<file path="config.mk">
export PLATFORM = sky130hd
export DESIGN_NAME = mdr_mem_unit
export DESIGN_NICKNAME = d
export VERILOG_FILES = /design/src/rtl/mini_src_pkg.sv /design/src/rtl/mem_wait_timer.sv /design/src/rtl/mdr_mem_unit.sv
export SDC_FILE = /design/constraint.sdc
export NUM_CORES = 1
export LEC_CHECK = 0
export BUFFER_PORTS_ARGS = -buffer_cell sky130_fd_sc_hd__buf_2
export CAP_MARGIN = 20
export CORE_UTILIZATION = 50
export CTS_CLUSTER_DIAMETER = 150
export CTS_CLUSTER_SIZE = 40
export DETAILED_ROUTE_END_ITERATION = 8
export GPL_TIMING_DRIVEN = 0
export PLACE_DENSITY = 0.86
export SYNTH_ARGS = -nofsm -noshare
export SYNTH_HDL_FRONTEND = slang
export SYNTH_SLANG_ARGS = --single-unit
</file>
<file path="constraint.sdc">
create_clock -name clock -period 3.7 [get_ports clock]
set_input_delay 0.37 -clock clock [delete_from_list [all_inputs] [get_ports clock]]
set_output_delay 0.37 -clock clock [all_outputs]
set_load 0.03 [all_outputs]
</file>
<file path="src/rtl/mini_src_pkg.sv">
// Shared types and constants for the memory-interface stage of the mini CPU.
package mini_src_pkg;
    typedef enum logic [1:0] {
        MEM_IDLE  = 2'd0,
        MEM_READ  = 2'd1,
        MEM_WRITE = 2'd2,
        MEM_DONE  = 2'd3
    } memState_t;

    localparam int DEF_ADDR_W = 9;
    localparam int WORD_W     = 32;
endpackage

</file>
<file path="src/rtl/mem_wait_timer.sv">
// Wait-state counter: counts stalled transfer cycles, flags the last allowed one.
module mem_wait_timer #(
    parameter int TIMEOUT = 15
) (
    input  logic clock,
    input  logic clear_n,
    input  logic clr,
    input  logic en,
    output logic expired
);
    localparam logic [7:0] LAST = 8'(TIMEOUT - 1);

    logic [7:0] waitCnt;

    always_ff @(posedge clock or negedge clear_n) begin
        if (!clear_n) begin
            waitCnt <= '0;
        end else if (clr) begin
            waitCnt <= '0;
        end else if (en) begin
            waitCnt <= waitCnt + 8'd1;
        end
    end

    assign expired = (waitCnt == LAST);
endmodule

</file>
<file path="src/rtl/mdr_mem_unit.sv">
// MAR/MDR holding stage with a single-outstanding memory handshake and
// wait-state abort; MDR feeds the datapath bus mux.
module mdr_mem_unit
    import mini_src_pkg::*;
#(
    parameter int ADDR_W  = DEF_ADDR_W,
    parameter int TIMEOUT = 15
) (
    input  logic              clock,
    input  logic              clear_n,
    input  logic [31:0]       BusMuxOut,
    input  logic              MARin,
    input  logic              MDRin,
    input  logic              rd_start,
    input  logic              wr_start,
    input  logic [31:0]       mem_rdata,
    input  logic              mem_ready,
    output logic [ADDR_W-1:0] mem_addr,
    output logic [31:0]       mem_wdata,
    output logic              mem_rd,
    output logic              mem_wr,
    output logic [31:0]       BusMuxIn_MDR,
    output logic              busy,
    output logic              done,
    output logic              timeout
);
    memState_t         state;
    logic [ADDR_W-1:0] mar;
    logic [WORD_W-1:0] mdr;
    logic              timerClr;
    logic              timerEn;
    logic              expired;
    logic              inXfer;

    assign inXfer   = (state == MEM_READ) || (state == MEM_WRITE);
    assign timerClr = (state == MEM_IDLE) && (rd_start || wr_start);
    assign timerEn  = inXfer && !mem_ready;

    mem_wait_timer #(.TIMEOUT(TIMEOUT)) uTimer (
        .clock   (clock),
        .clear_n (clear_n),
        .clr     (timerClr),
        .en      (timerEn),
        .expired (expired)
    );

    always_ff @(posedge clock or negedge clear_n) begin
        if (!clear_n) begin
            state   <= MEM_IDLE;
            mar     <= '0;
            mdr     <= '0;
            mem_rd  <= 1'b0;
            mem_wr  <= 1'b0;
            busy    <= 1'b0;
            done    <= 1'b0;
            timeout <= 1'b0;
        end else begin
            case (state)
                MEM_IDLE: begin
                    // MAR still loads alongside a start so the transfer sees the new address
                    if (MARin) mar <= BusMuxOut[ADDR_W-1:0];
                    if (rd_start) begin
                        state   <= MEM_READ;
                        mem_rd  <= 1'b1;
                        busy    <= 1'b1;
                        timeout <= 1'b0;
                    end else if (wr_start) begin
                        state   <= MEM_WRITE;
                        mem_wr  <= 1'b1;
                        busy    <= 1'b1;
                        timeout <= 1'b0;
                    end else if (MDRin) begin
                        mdr <= BusMuxOut;
                    end
                end
                MEM_READ, MEM_WRITE: begin
                    if (mem_ready || expired) begin
                        if (mem_ready && state == MEM_READ) mdr <= mem_rdata;
                        if (!mem_ready) timeout <= 1'b1;
                        state  <= MEM_DONE;
                        mem_rd <= 1'b0;
                        mem_wr <= 1'b0;
                        busy   <= 1'b0;
                        done   <= 1'b1;
                    end
                end
                MEM_DONE: begin
                    state <= MEM_IDLE;
                    done  <= 1'b0;
                end
                default: state <= MEM_IDLE;
            endcase
        end
    end

    assign mem_addr     = mar;
    assign mem_wdata    = mdr;
    assign BusMuxIn_MDR = mdr;
endmodule

</file>
==> impl_metrics.json <==
{
  "grt.overflow.total": 0,
  "place_hpwl_um": 5166,
  "synth_cells": 241,
  "die_w_um": 80.88,
  "grt_use_total": 0.2097,
  "design.core.area_mm2": 0.005956,
  "average_detailed_routed_wire_length_per_instance_um": 14.06,
  "yosysWarnings": 0,
  "min-delay-path-class": "input port to flip-flop",
  "fillerInstances": 463,
  "synth.area.top_cells": "sky130_fd_sc_hd__dfrtp_1 (45%), sky130_fd_sc_hd__mux2_2 (16%), sky130_fd_sc_hd__mux2_4 (14%)",
  "total_of_flip_flops_plus_latches_after_synthesis": 56,
  "fin_nets": 477,
  "yosysTopAreaCell": "sky130_fd_sc_hd__dfrtp_1",
  "synth_flop_cell": "sky130_fd_sc_hd__dfrtp_1",
  "clock_skew_ns": 0.006644,
  "worstSetupStartpointType": "flip-flop",
  "netlist-cell-type-count": 31,
  "worstPathRequired_ns": 3.89,
  "areaGrowthSynthToFinish_pct": 31.42,
  "timing_worst_slew_pin_value_ns": 0.6764,
  "cts_tree": "built",
  "top_level_ports": 149,
  "static-leakage-power_nw": 2.182,
  "gp_congestion": 0.7743,
  "synthDominantCellAreaShare": 0.4505,
  "cap_viol_max_count": 0,
  "syn-mean-instance-area_um2": 12.91,
  "crit_type": "flip-flop to flip-flop",
  "ant_nets": 0,
  "initial_utilization": 0.5223,
  "netlist_top_cells_count": "sky130_fd_sc_hd__dfrtp_1 (56), sky130_fd_sc_hd__mux2_2 (43), sky130_fd_sc_hd__buf_4 (32)",
  "ys_seq_area_frac": 0.4505,
  "vias_in_the_first_global_route": 2246,
  "critPathArrivalTime_ns": 2.95,
  "drc": 0,
  "clock_tree.buffer_depth": 2,
  "cts_buffers": 5,
  "placement.io_buffers": 148,
  "route.vias.total": 2335,
  "synthArstFlopShare": 1.000,
  "mappedNetlistNets": 319,
  "relSlewSlack": 0.5432,
  "final_layout_setup_total_negative_slack_ns": 0,
  "fmaxAchievable_ghz": 0.3630,
  "worstPathMaxFanout": 10,
  "dieHeight_um": 80.88,
  "avgViaCountPerCell": 4.916,
  "timing.final.setup_violations": 0,
  "grt_setup_unrepaired": "false",
  "final_period_minus_worst_setup_slack_ns": 2.755,
  "worstSetupEndpointType": "flip-flop",
  "postRouteWirelength_um": 6678,
  "clk_pin_slew_worst_paths_ns": 0.10,
  "drt_pass1_iterations": 4,
  "timing_max_transition_violations_final": 0,
  "antenna_cells": 0,
  "cts.root.buffer_cell": "sky130_fd_sc_hd__clkbuf_8",
  "synth_enable_flop_cells": 0,
  "clk_sink_count": 56,
  "first_iter_violations": 74,
  "dp_slack_ns": 0.9848,
  "cts_max_level": 2,
  "number_of_antenna_violations_at_the_first_check_in_global_routing": 0,
  "clk_latency_ns": 0.30,
  "status": "finished clean",
  "worst_vdd_ir_uv": 730.1,
  "number_of_cell_rows": 28,
  "power.density_cell_area_mw_per_mm2": 1186,
  "area_of_the_die_mm2": 0.006541,
  "wire_length_of_the_first_global_routing_pass_um": 10370,
  "setup_slack_ns": 0.9453,
  "mappedNetlistArea_mm2": 0.003110,
  "fraction_of_layout_instances_using_a_drive_strength_above_1": 0.6650,
  "synth_most_common_cell": "sky130_fd_sc_hd__dfrtp_1",
  "grt_max_degree": 42,
  "final-hold-violation-count": 0,
  "final_min_period_over_clock_period": 0.7445,
  "finish.utilization": 0.6863,
  "cts.repair.resized": 0
}
## sequential cells by signal, indices dropped and copies added (netlist names)
name,count
BusMuxIn_MDR,32
busy,1
done,1
mem_addr,9
mem_rd,1
mem_wr,1
state,2
timeout,1
uTimer.waitCnt,8
## report_power, final
group	total [W]	internal, W	leakage [nW]	switching, W
Combinational	0.00332	0.00154	1.45	0.00178
Sequential	0.00114	0.000912	0.676	0.000225
Clock	0.000390	0.000201	0.0552	0.000189
## placed cells by master (no fill, tap or decap), types with 2 or more instances in the layout
| cell | n |
|---|---|
| sky130_fd_sc_hd__buf_2 | 149 |
| sky130_fd_sc_hd__dfrtp_1 | 56 |
| sky130_fd_sc_hd__mux2_2 | 43 |
| sky130_fd_sc_hd__buf_4 | 32 |
| sky130_fd_sc_hd__mux2_4 | 30 |
| sky130_fd_sc_hd__nor2_1 | 10 |
| sky130_fd_sc_hd__clkbuf_1 | 7 |
| sky130_fd_sc_hd__ha_1 | 7 |
| sky130_fd_sc_hd__inv_1 | 6 |
| sky130_fd_sc_hd__a21oi_1 | 6 |
| sky130_fd_sc_hd__xor2_1 | 6 |
| sky130_fd_sc_hd__nand2_1 | 5 |
| sky130_fd_sc_hd__clkbuf_8 | 5 |
| sky130_fd_sc_hd__mux2i_1 | 4 |
| sky130_fd_sc_hd__nor2b_1 | 3 |
| sky130_fd_sc_hd__buf_6 | 3 |
| sky130_fd_sc_hd__o21ai_0 | 3 |
| sky130_fd_sc_hd__a22o_1 | 3 |
| sky130_fd_sc_hd__nand4_1 | 3 |
| sky130_fd_sc_hd__o31ai_1 | 2 |
## critical path, cell delays in order, from the launching register on
cell	delay, ns
sky130_fd_sc_hd__dfrtp_1	0.43
sky130_fd_sc_hd__inv_1	0.10
sky130_fd_sc_hd__ha_1	0.35
sky130_fd_sc_hd__nor2b_1	0.16
sky130_fd_sc_hd__clkbuf_1	0.20
sky130_fd_sc_hd__o41a_1	0.22
sky130_fd_sc_hd__or4_1	0.52
sky130_fd_sc_hd__buf_2	0.19
sky130_fd_sc_hd__buf_6	0.17
sky130_fd_sc_hd__mux2_4	0.30
## cells by family (layout without fill, tap and decap cells)
| family | count (synthesis) | after routing | synth area share |
|---|---|---|---|
| mux | 77 | 77 | 0.3134 |
| flops | 56 | 56 | 0.4505 |
| buf+inv | 49 | 208 | 0.1054 |
| simple gates | 26 | 26 | 0.04224 |
| compound gates | 19 | 19 | 0.04063 |
| fa+ha+maj | 7 | 7 | 0.02816 |
| xor+xnor | 7 | 7 | 0.01971 |
## metal layers
metal / track usage / wire length, µm / vias up
met5: 0 / 0 / -
met1: 0.2572 / 2782 / 1127
met4: 0.06964 / 87 / 0
met2: 0.3639 / 3477 / 79
li1: - / - / 1121
met3: 0.04607 / 331 / 8
## worst paths after layout
| kind | start | endpoint | slack [ns] | depth (start not counted) |
|---|---|---|---|---|
| max in group asynchronous | clear_n | BusMuxIn_MDR[17]$_DFFE_PN0P_ | 2.66 | 3 |
| min in group asynchronous | clear_n | BusMuxIn_MDR[28]$_DFFE_PN0P_ | 0.51 | 2 |
| worst min-delay path | BusMuxOut[3] | mem_addr[3]$_DFFE_PN0P_ | 0.30 | 2 |
| worst min register to register | mem_addr[1]$_DFFE_PN0P_ | mem_addr[1]$_DFFE_PN0P_ | 0.51 | 1 |
| worst max register to register | state[1]$_DFFE_PN0P_ | BusMuxIn_MDR[19]$_DFFE_PN0P_ | 0.95 | 9 |
| worst max-delay path | state[1]$_DFFE_PN0P_ | BusMuxIn_MDR[19]$_DFFE_PN0P_ | 0.95 | 9 |
## repair_timing
action                                 CTS  global route
endpoints found under the hold margin   15             0
hold buffers                             1             0
setup buffers                            0             0
## final cells by class
class	instances	area [µm²]	share of cell area
plain buffers	43	305.3	0.07469
clock buffers	6	72.57	0.01775
clock inverters	2	35.03	0.008571
inverters	6	22.52	0.005510
multi-input cells	136	1381	0.3379
flip-flops and latches	56	1401	0.3428
well taps	75	93.84	0.02296
repair buffers	151	775.7	0.1898
## metrics by stage
| step | power (W) | hold slack [ns] | area (µm²) | instances |
|---|---|---|---|---|
| 2_1_floorplan | 0.003725 | 0.07441 | 3110 | 241 |
| 3_3_place_gp | 0.004403 | 0.4845 | 3945 | 464 |
| 3_5_place_dp | 0.004483 | 0.3132 | 3965 | 465 |
| 4_1_cts | 0.004888 | 0.2950 | 4083 | 474 |
| 5_1_grt | 0.005147 | 0.2891 | 4088 | 475 |
| 6_report | 0.004847 | 0.3016 | 4088 | 475 |
No activity file was read; power rests on OpenSTA's default activity.
